--- src/rtl/boss_attack_ctrl.sv ---
// Boss attack sequencer: fan/big bullet timing, phase tracking, player lives and invulnerability.
// Latency: all outputs are registered, one clk22 tick after the inputs that cause them.
// Backpressure: a busy slot parks the due timer at 0 until the slot frees; BOSS_ATTACK_ENRAGE_EN halves phase-2 periods.
module boss_attack_ctrl #(
    parameter int FAN_PERIOD   = 8,
    parameter int BIG_PERIOD   = 24,
    parameter int INVULN_TICKS = 16,
    parameter int LIVES        = 3
) (
    input  logic       clk22,
    input  logic       rst,
    input  logic       boss,
    input  logic [7:0] boss_hp,
    input  logic [5:0] slot_busy,
    input  logic       shot,
    output logic       fire_fan,
    output logic       fire_big,
    output logic [1:0] phase,
    output logic       invuln,
    output logic [2:0] life,
    output logic       game_over
);

    localparam int MAXP = (FAN_PERIOD > BIG_PERIOD) ? FAN_PERIOD : BIG_PERIOD;
    localparam int TW   = $clog2(MAXP + 1);
    localparam int IW   = $clog2(INVULN_TICKS + 1);

`ifdef BOSS_ATTACK_ENRAGE_EN
    localparam int FAN_FAST = (FAN_PERIOD / 2 < 1) ? 1 : FAN_PERIOD / 2;
    localparam int BIG_FAST = (BIG_PERIOD / 2 < 1) ? 1 : BIG_PERIOD / 2;
`else
    localparam int FAN_FAST = FAN_PERIOD;
    localparam int BIG_FAST = BIG_PERIOD;
`endif

    typedef enum logic [1:0] {IDLE, RUN, OVER} state_t;

    state_t          state, state_nxt;
    logic [TW-1:0]   fan_tmr, fan_tmr_nxt, big_tmr, big_tmr_nxt;
    logic [TW-1:0]   fan_rel, big_rel;
    logic [IW-1:0]   inv_cnt, inv_cnt_nxt;
    logic [2:0]      life_nxt;
    logic [1:0]      phase_nxt;
    logic            fire_fan_nxt, fire_big_nxt, invuln_nxt, game_over_nxt;
    logic            hit, stay_run, fan_due, big_due;

    always_ff @(posedge clk22) begin
        if (rst) begin
            state     <= IDLE;
            fire_fan  <= 1'b0;
            fire_big  <= 1'b0;
            phase     <= 2'd0;
            invuln    <= 1'b0;
            inv_cnt   <= '0;
            life      <= 3'(LIVES);
            game_over <= 1'b0;
            fan_tmr   <= TW'(FAN_PERIOD - 1);
            big_tmr   <= TW'(BIG_PERIOD - 1);
        end else begin
            state     <= state_nxt;
            fire_fan  <= fire_fan_nxt;
            fire_big  <= fire_big_nxt;
            phase     <= phase_nxt;
            invuln    <= invuln_nxt;
            inv_cnt   <= inv_cnt_nxt;
            life      <= life_nxt;
            game_over <= game_over_nxt;
            fan_tmr   <= fan_tmr_nxt;
            big_tmr   <= big_tmr_nxt;
        end
    end

    always_comb begin
        state_nxt     = state;
        fire_fan_nxt  = 1'b0;
        fire_big_nxt  = 1'b0;
        invuln_nxt    = invuln;
        inv_cnt_nxt   = inv_cnt;
        life_nxt      = life;
        game_over_nxt = game_over;
        fan_tmr_nxt   = fan_tmr;
        big_tmr_nxt   = big_tmr;

        if (boss_hp >= 8'd128)
            phase_nxt = 2'd0;
        else if (boss_hp >= 8'd64)
            phase_nxt = 2'd1;
        else
            phase_nxt = 2'd2;

        fan_rel = (phase == 2'd2) ? TW'(FAN_FAST - 1) : TW'(FAN_PERIOD - 1);
        big_rel = (phase == 2'd2) ? TW'(BIG_FAST - 1) : TW'(BIG_PERIOD - 1);

        hit      = (state == RUN) && boss && shot && !invuln && (life != 3'd0);
        stay_run = !(hit && (life == 3'd1));
        fan_due  = (fan_tmr == '0) && (slot_busy[5:1] == 5'd0);
        big_due  = (phase != 2'd0) && (big_tmr == '0) && !slot_busy[0] && !fan_due;

        // The window counts down in every state; a fresh hit below overrides it.
        if (invuln) begin
            if (inv_cnt != '0)
                inv_cnt_nxt = inv_cnt - IW'(1);
            else
                invuln_nxt = 1'b0;
        end

        case (state)
            IDLE: begin
                if (boss)
                    state_nxt = RUN;
            end
            RUN: begin
                if (!boss) begin
                    state_nxt   = IDLE;
                    fan_tmr_nxt = TW'(FAN_PERIOD - 1);
                    big_tmr_nxt = TW'(BIG_PERIOD - 1);
                    invuln_nxt  = 1'b0;
                    inv_cnt_nxt = '0;
                end else begin
                    if (hit) begin
                        life_nxt    = life - 3'd1;
                        invuln_nxt  = 1'b1;
                        inv_cnt_nxt = IW'(INVULN_TICKS - 1);
                        if (life == 3'd1) begin
                            state_nxt     = OVER;
                            game_over_nxt = 1'b1;
                        end
                    end
                    if (fan_tmr != '0)
                        fan_tmr_nxt = fan_tmr - TW'(1);
                    if (big_tmr != '0)
                        big_tmr_nxt = big_tmr - TW'(1);
                    // A killing hit suppresses the launch so no pulse shows up in OVER.
                    if (stay_run && fan_due) begin
                        fire_fan_nxt = 1'b1;
                        fan_tmr_nxt  = fan_rel;
                    end
                    if (stay_run && big_due) begin
                        fire_big_nxt = 1'b1;
                        big_tmr_nxt  = big_rel;
                    end
                end
            end
            OVER: begin
                state_nxt = OVER;
            end
            default: begin
                state_nxt = IDLE;
            end
        endcase
    end

endmodule

--- config.mk ---
export PLATFORM = sky130hd
export DESIGN_NAME = boss_attack_ctrl
export DESIGN_NICKNAME = d
export VERILOG_FILES = /design/src/rtl/boss_attack_ctrl.sv
export SDC_FILE = /design/constraint.sdc
export NUM_CORES = 1
export LEC_CHECK = 0
export CORE_UTILIZATION = 50
export CTS_BUF_LIST = sky130_fd_sc_hd__clkbuf_16
export DETAILED_ROUTE_END_ITERATION = 8
export PLACE_DENSITY = 0.89
export RECOVER_POWER = 100
export SETUP_SLACK_MARGIN = 0.15
export SYNTH_ARGS = -nofsm -noshare
export SYNTH_HDL_FRONTEND = slang
export SYNTH_SLANG_ARGS = --single-unit
--- constraint.sdc ---
create_clock -name clk22 -period 4.1 [get_ports clk22]
set_input_delay 0.615 -clock clk22 [delete_from_list [all_inputs] [get_ports clk22]]
set_output_delay 0.615 -clock clk22 [all_outputs]
set_load 0.05 [all_outputs]
==> Yosys cells after proc, flatten, opt, wreduce, memory -nomap -nowiden <==
Index checks and enable logic that the tools add are counted.
{ "totals": {"regBits": 26, "inputBits": 18, "out_inout_bits": 9} }
{ "classes": {"add_sub_neg": 4, "n_lt_le_gt_ge": 2, "n_eq_ne": 8, "muxes": 24, "bitwise": 2, "n_reduce_logical": 31} }
{ "ops": {"columns": ["cell", "n"], "rows": [
  ["two-way mux 5 bit", 11],
  ["zero test 5 bit", 3],
  ["nonzero test 5 bit", 3],
  ["subtractor 5 x 1 -> 5 bit (second input constant)", 3],
  ["logical AND 1 bit", 11],
  ["two-way mux 2 bit", 5],
  [">= comparator 8 x 7 -> 1 bit (second input constant)", 1],
  [">= comparator 8 bit (second input constant)", 1],
  ["two-way mux 1 bit", 7],
  ["!= test 3 x 1 -> 1 bit (second input constant)", 2],
  ["one-hot mux 2 bit (3 select lines)", 1],
  ["AND reduction 3 bit", 2],
  ["zero test 1 bit", 4],
  ["AND reduction 2 bit", 2],
  ["AND reduction 4 bit", 1],
  ["equality test 3 x 1 -> 1 bit (second input constant)", 1],
  ["!= test 3 x 2 -> 1 bit (second input constant)", 1],
  ["!= test 3 bit (second input constant)", 1],
  ["nonzero test 3 bit", 1],
  ["OR reduction 3 bit", 1],
  ["subtractor 3 x 1 -> 3 bit (second input constant)", 1],
  ["equality test 2 x 1 -> 1 bit (second input constant)", 1],
  ["equality test 2 bit (second input constant)", 1],
  ["zero test 2 bit", 1],
  ["other kinds (4)", 5]
]} }

==> Longest topological paths before layout <==
Gate-level depths: netlist (run 1).
{ "depth": {"depth_word": 10, "depth_mapped": 6, "mapped_depth_nobuf": 6} }

==> Worst setup path before layout (run 1) <==
OpenSTA, ideal clock, no wires.
{ "synth_timing": {"kind": "reg2reg", "startpoint": "register life[0]", "endpoint": "register fan_tmr[1]", "setup_ns": 0.126, "t_arrival_ns": 1.974, "required_time_ns": 3.974, "path_slack_ns": 1.999, "stages_incl_launch_ff": 7, "n_path_buf": 0, "path_cell_list": "dfxtp_1 > inv_1 > ha_1 > nor4b_1 > nand4_1 > a211oi_1 > mux2i_1"} }
{ "synth_between": {"elab_chain_len": 7} }
{ "synth_lines": {"columns": ["item", "line_no", "rtl"], "rows": [
  ["start, declared", "20", "output logic [2:0] life,"],
  ["start signal, assigned", "55", "life <= 3'(LIVES);"],
  ["start signal, assigned", "66", "life <= life_nxt;"],
  ["nonzero test 3 bit", "94", "hit = (state == RUN) && boss && shot && !invuln && (life != 3'd0);"],
  ["logical AND 1 bit", "94", null],
  ["logical AND 1 bit *", "95", "stay_run = !(hit && (life == 3'd1));"],
  ["zero test 1 bit *", "95", null],
  ["logical AND 1 bit *", "134", "if (stay_run && fan_due) begin"],
  ["!= test 3 x 1 -> 1 bit (no source line) / two-way mux 5 bit (equally long branches)", null, null],
  ["AND reduction 2 bit (no source line) / two-way mux 5 bit (equally long branches)", null, null],
  ["end signal, assigned", "57", "fan_tmr <= TW'(FAN_PERIOD - 1);"],
  ["end signal, assigned", "68", "fan_tmr <= fan_tmr_nxt;"],
  ["end, declared", "39", "logic [TW-1:0] fan_tmr, fan_tmr_nxt, big_tmr, big_tmr_nxt;"]
]} }
Mark *: on every way between the ends. The rest lies on a longest branch, timed or not.
A chain may end at the register's enable or synchronous reset.

==> Worst setup path in the final report (run 1) <==
{ "layout_timing": {"startpoint": "input port boss", "endpoint": "register fan_tmr[3]"} }
{ "layout_between": {"elab_chain_len": 9} }
{ "layout_lines": {"columns": ["item", "line_no", "rtl"], "rows": [
  ["start, declared", "12", "input logic boss,"],
  ["logical AND 1 bit (4 in a row)", "94", null],
  ["logical AND 1 bit", "95", null],
  ["zero test 1 bit", "95", null],
  ["logical AND 1 bit", "134", null],
  ["!= test 3 x 1 -> 1 bit (no source line) / two-way mux 5 bit (equally long branches)", null, null],
  ["AND reduction 2 bit (no source line) / two-way mux 5 bit (equally long branches)", null, null]
]} }
Parallel ways exist; a longest one is shown, timed or not.

==> results of run 1 <==
-- routing by layer --
layer  vias to the layer above  track usage (%)
met5                         -                0
met4                         0            11.97
met3                         9            7.345
met2                        29            42.18
met1                       548            25.38
li1                        581                -
-- cells in the final DEF (no fill, tap or decap), types with 2 or more instances in the layout --
cell and n:
a211o_1 2, a211oi_1 4, a21oi_1 12, a31oi_1 4, clkbuf_16 3, clkdlybuf4s50_1 8, dfxtp_1 26, dlygate4sd3_1 12
ha_1 6, inv_1 13, nand2_1 7, nand2b_1 6, nand4_1 2, nor2_1 5, nor2b_1 3, nor3_1 6
nor3b_1 2, nor4_1 2, nor4b_1 4, nor4b_4 2, o21ai_0 4, o21bai_1 3, or3_1 7, or4_1 2
xnor2_1 2
-- worst paths after layout --
kind         startpoint         end  slack (ns)
max                boss  fan_tmr[3]        1.70
min           game_over   game_over        0.44
max reg2reg     life[0]  fan_tmr[3]        2.08
min reg2reg   game_over   game_over        0.44
-- area by class of cell --
cell class,instances,area [um^2]
clock buffers,3,75.07
flip-flops and latches,26,520.5
fillers,214,858.3
well taps,30,37.54
clock inverters,1,30.03
multi-input cells,103,752.0
inverters,13,48.80
repair buffers,20,200.2
-- state kept, by name, indices dropped and copies added (netlist names) --
signal     cells
fan_tmr        5
big_tmr        5
phase          2
inv_cnt        5
fire_fan       1
state          2
fire_big       1
game_over      1
life           3
invuln         1
-- per-stage QoR --
stage	utilization, %	cell area, um^2	hold slack (ns)	worst slack (ns)	total power, uW
finish	65.97	1664	0.4407	1.701	605.6
global route	65.97	1664	0.4634	1.611	623.1
CTS	66.57	1679	0.4455	1.805	608.9
detailed placement	62.40	1574	0.4355	1.587	325.4
global placement	62.40	1574	0.4349	1.598	322.6
floorplan	-	1356	0.4418	1.999	303.3
-- power groups by stage --
stage                     registers, uW  logic (uW)  clock network [uW]
after floorplan                     274        28.9                   0
final                               264        55.0                 287
after detailed placement            269        56.1                   0
after CTS                           264        56.6                 289
after global placement              269        53.7                   0
after global routing                264        61.0                 298
-- worst min-delay path, cell delays in order (launching register included) --
cell     delay (ns)
dfxtp_1        0.31
inv_1          0.04
a21oi_1        0.05
-- logic make-up (layout without fill, tap and decap cells) --
kind of cell / Yosys count / count (layout) / share of synthesized area, %
simple gates: 58 / 58 / 31.37
flops: 26 / 26 / 38.38
mux: 1 / 1 / 0.7380
compound gates: 35 / 35 / 16.98
xor+xnor: 3 / 3 / 1.938
fa+ha+maj: 6 / 6 / 5.535
buf+inv: 18 / 37 / 5.073
==> out/metrics.cfg, run 1 <==
[routing]
detail-route-antenna-nets = 0
wl_met2_um = 1513
drt_pass1_iterations = 4
avgRoutedWirePerCell_um = 15.26
first_iter_violations = 13
routed-via-count = 1167
drt_wl_total_um = 2991
drc = 0
vias_per_cell = 5.954
top_layer_used = met4
met1Wirelength_um = 1242
met3_length_um = 154

[clock_tree]
root_buffer = clkbuf_16
cts_max_level = 1
cts_made_buffers = 3
cts_sinks = 26
cts.repair.resized = 0
clock_latency_ns = 0.26
clk_pin_slew_worst_paths_ns = 0.07
cts_buffer_depth = 2
cts_tree = done
post_cts_buffers = 0
cts_hold_buf = 0

[synthesis]
synth_fp_nets = 171
async_flop_share_pct = 0
synth-seq-area-share_pct = 38.38
synth_flop_cell = dfxtp_1
ys.warnings.count = 0
ys_top_cells_by_area = dfxtp_1, ha_1, a21oi_1
ys_seq_elements = 26
syn-cell-area_um2 = 1356
synth_edf_count = 0
avgSynthCellArea_um2 = 9.227
synth_cell_types = 42
synthTopCellsByCount = dfxtp_1, inv_1, a21oi_1
yosysTopAreaCell = dfxtp_1
synth_top_area_share_pct = 38.38
synth_cells = 147
yosysMostFrequentCell = dfxtp_1

[critical_path]
cp_cell_sequence = dlygate4sd3_1 > nand3b_1 > or4_1 > nor2_1 > a211o_1
slowest_delay_ns = 0.78
crit_required_ns = 4.31
slowest_stage = dlygate4sd3_1
cp.arrival_ns = 2.61
startpoint_type = primary input
worst_setup_path_end_kind = register
crit_family = simple AND/OR/NAND/NOR gates
crit_buf_inv = 1
crit_type = in -> reg
crit_fanout = 11
ff2ff_path_depth = 6
crit_cells = 5

[sta]
rsz0062_at_grt = false
skew_ns = 0.001736
finalSetupViolCount = 0
setup_tns_ns = 0
final.period_utilization_pct = 58.50
max_freq_mhz = 416.9
worstMarginPinSlew_ns = 0.7361
fin_crit_ns = 2.399
drv_slew = 0
relSlewSlack_pct = 50.76
hold_viol = 0

[flow_run]
maxCapViolations = 0

[final_layout]
drive_gt1_share_pct = 7.229
n_antenna_cell = 0
nets = 191
stdcell_count = 196
area_growth_pct = 22.69

[global_routing]
grt_max_degree = 22
antenna_found_initial = 0
track_usage_pct = 23.87
overflow = 0
grt_pass1_wl_um = 4850
grt_pass1_vias = 1120

[power_and_ir_drop]
p_seq_share_pct = 43.5
clockPowerShare_pct = 47.4
p_sw_uw = 129.3
max-vdd-ir-drop_mv = 0.2855
p_sw_share_pct = 21.35
p_per_area_nw_per_um2 = 363.9
p_comb_share_pct = 9.1
internal_power_uw = 476.3
p_leak_uw = 0.0006511

[floorplan]
die_h_um = 54.08
num_rows = 18
chipWidth_um = 54.08
core_area_um2 = 2522
fp.dieArea_um2 = 2925
initial_core_util_pct = 53.77
num_io_pins = 27

[outcome]
run_status = finished, final reports clean

[place]
placed_cells = 192
dp_hpwl_um = 2109
gp_congestion = 0.8227
port_buffers = 20

[worst_hold_path]
hold_class = reg -> reg
hold-path-cell-count = 2

Power figures use the tool's default switching activity.
==> inputs of run 2 (changes only) <==
--- a/config.mk
+++ b/config.mk
@@ -5,10 +5,10 @@
 export SDC_FILE = /design/constraint.sdc
 export NUM_CORES = 1
 export LEC_CHECK = 0
-export CORE_UTILIZATION = 50
+export CORE_UTILIZATION = 45
 export CTS_BUF_LIST = sky130_fd_sc_hd__clkbuf_16
 export DETAILED_ROUTE_END_ITERATION = 8
-export PLACE_DENSITY = 0.89
+export PLACE_DENSITY = 0.85
 export RECOVER_POWER = 100
 export SETUP_SLACK_MARGIN = 0.15
 export SYNTH_ARGS = -nofsm -noshare
==> constraint.sdc (replaced) <==
create_clock -name clk22 -period 2.1 [get_ports clk22]
set_input_delay 0.315 -clock clk22 [delete_from_list [all_inputs] [get_ports clk22]]
set_output_delay 0.315 -clock clk22 [all_outputs]
set_load 0.05 [all_outputs]
==> run 2 against run 1 <==
  * The run now ends with DRC left
  * Hold slack improved by 0.0078 ns
  * Highest routed layer unchanged
  * Via count up 2.9%
  * Critical path type unchanged
  * Core utilization fell by 6.3 points
  * Largest cell class unchanged
  * Global-route usage is 3.5 points lower
  * Register-to-register slack worse by 1.9 ns
  * Routed wire length fell by 0.60%
  * Clock power rose by 50%
  * Clock skew increased by 0.0032 ns
  * Worst setup slack worse by 1.5 ns
  * Non-clock buffer count grew 6
==> out/metrics.cfg, run 2 (synthesis results as in run 1) <==
[sta]
setup_tns_ns = 0  ; unchanged
drv_slew = 0  ; unchanged
fin_crit_ns = 1.902
skew_ns = 0.004915  ; +0.003179 ns
worstMarginPinSlew_ns = 0.8014  ; +0.06524 ns
final.period_utilization_pct = 90.57
max_freq_mhz = 525.8
rsz0062_at_grt = false
fin_ws_ns = 0.1980  ; -1.503 ns
hold_viol = 0  ; unchanged
finalSetupViolCount = 0  ; unchanged
relSlewSlack_pct = 46.46  ; -4.3 points

[clock_tree]
cts_hold_buf = 0  ; unchanged
clk_pin_slew_worst_paths_ns = 0.07  ; about the same
cts.repair.resized = 0  ; unchanged
root_buffer = clkbuf_16
cts_max_level = 1  ; unchanged
cts_buffer_depth = 2  ; unchanged
cts_sinks = 26  ; unchanged
cts_made_buffers = 3  ; unchanged
clock_latency_ns = 0.26  ; about the same
post_cts_buffers = 0  ; unchanged
cts_tree = done

[critical_path]
worst_setup_path_end_kind = register
crit_fanout = 9  ; -2
cp.arrival_ns = 2.06  ; -0.55 ns
crit_type = in -> reg
crit_required_ns = 2.25  ; -2.06 ns
startpoint_type = primary input

[global_routing]
overflow = 0  ; unchanged
antenna_found_initial = 0  ; unchanged
track_usage_pct = 20.42  ; -3.5 points
grt_pass1_vias = 1143  ; +2.1%
grt_max_degree = 15  ; -32%
grt_pass1_wl_um = 5050  ; +4.1%

[power_and_ir_drop]
p_sw_share_pct = 23.59  ; +2.2 points
max-vdd-ir-drop_mv = 0.3137  ; +9.9%
p_seq_share_pct = 48.5  ; +5.0 points
p_comb_share_pct = 10.8  ; +1.7 points
clockPowerShare_pct = 40.7  ; -6.7 points
p_leak_uw = 0.0006556  ; +0.70%
p_sw_uw = 250.1  ; +93%
p_per_area_nw_per_um2 = 633.5  ; +74%
internal_power_uw = 810.4  ; +70%

[final_layout]
drive_gt1_share_pct = 8.721  ; +1.5 points
n_antenna_cell = 0  ; unchanged
final_common_cell = dfxtp_1
area_growth_pct = 23.43
largestRegisters = big_tmr x5, fan_tmr x5, inv_cnt x5
fillerInstances = 260  ; +21%
nets = 197  ; +3.1%
mostFrequentLayoutCells = dfxtp_1, inv_1, a21oi_1, dlygate4sd3_1, clkdlybuf4s50_1
final_cell_area_um2 = 1674  ; +0.60%

[routing]
drc = 4  ; +4
avgRoutedWirePerCell_um = 14.65  ; -4.0%
drt_pass1_iterations = 6  ; +2
vias_per_cell = 5.916  ; -0.64%
drt_wl_total_um = 2973  ; -0.60%
detail-route-antenna-nets = 0  ; unchanged
first_iter_violations = 28  ; +15
routed-via-count = 1201  ; +2.9%

[outcome]
failed_checks = DRC
run_status = finished, violations left

[floorplan]
die_h_um = 56.90  ; +5.2%
chipWidth_um = 56.90  ; +5.2%
num_io_pins = 27  ; unchanged
num_rows = 19  ; +1
fp.dieArea_um2 = 3238  ; +11%
initial_core_util_pct = 48.35  ; -5.4 points
core_area_um2 = 2805  ; +11%

[place]
gp_congestion = 0.8036  ; -2.3%
dpl_cell_area_um2 = 1623  ; +3.1%
dp_hpwl_um = 2139  ; +1.4%
port_buffers = 20  ; unchanged
pre_cts_ws_ns = 0.05137  ; -1.535 ns

[worst_hold_path]
hold_class = reg -> reg

[flow_run]
maxCapViolations = 0  ; unchanged

## run 2: per-stage QoR
step	util (%)	instances	hold slack (ns)	power [uW]
after global placement	57.85	199	0.4388	638.4
after global routing	59.68	203	0.4825	1098
after floorplan	-	147	0.3911	592.6
final	59.68	203	0.4485	1061
after CTS	60.66	203	0.4554	1067
after detailed placement	57.85	199	0.4450	644.8
## run 2: worst paths after layout
kind | endpoint | slack [ns] | startpoint | cells after the start
max reg2reg | big_tmr[2] | 0.23 | fan_tmr[0] | 6
max | life[1] | 0.20 | boss | 4
min | game_over | 0.45 | game_over | 2
min reg2reg | game_over | 0.45 | game_over | 2
## run 2: final cells by class
| class | instances | area [um^2] | share of cell area [%] |
|---|---|---|---|
| inverters | 13 | 48.80 | 2.915 |
| flip-flops and latches | 26 | 521.8 | 31.17 |
| well taps | 31 | 38.79 | 2.317 |
| repair buffers | 26 | 234.0 | 13.98 |
| clock buffers | 3 | 75.07 | 4.484 |
| multi-input cells | 103 | 752.0 | 44.92 |
| clock inverters | 1 | 3.754 | 0.2242 |
## run 2: critical path, stage by stage
cell and delay (ns):
dlygate4sd3_1 0.67, clkbuf_1 0.28, nand4_1 0.40, a211o_1 0.39
## run 2: power by group through the flow
stage               clock network (uW)  registers, uW  logic (uW)
global placement                     0            525         113
floorplan                            0            536        56.4
finish                             431            515         115
detailed placement                   0            526         118
CTS                                431            515         120
global route                       457            517         125
## run 2: layer usage
layer	share of wire [%]	wire length, um	track usage (%)	vias to the layer above
met5	0	0	0	-
met2	48	1413	32.61	32
li1	-	-	-	588
met4	2.3	68	11.85	0
met3	4.7	141	4.147	6
met1	45	1349	25.50	575
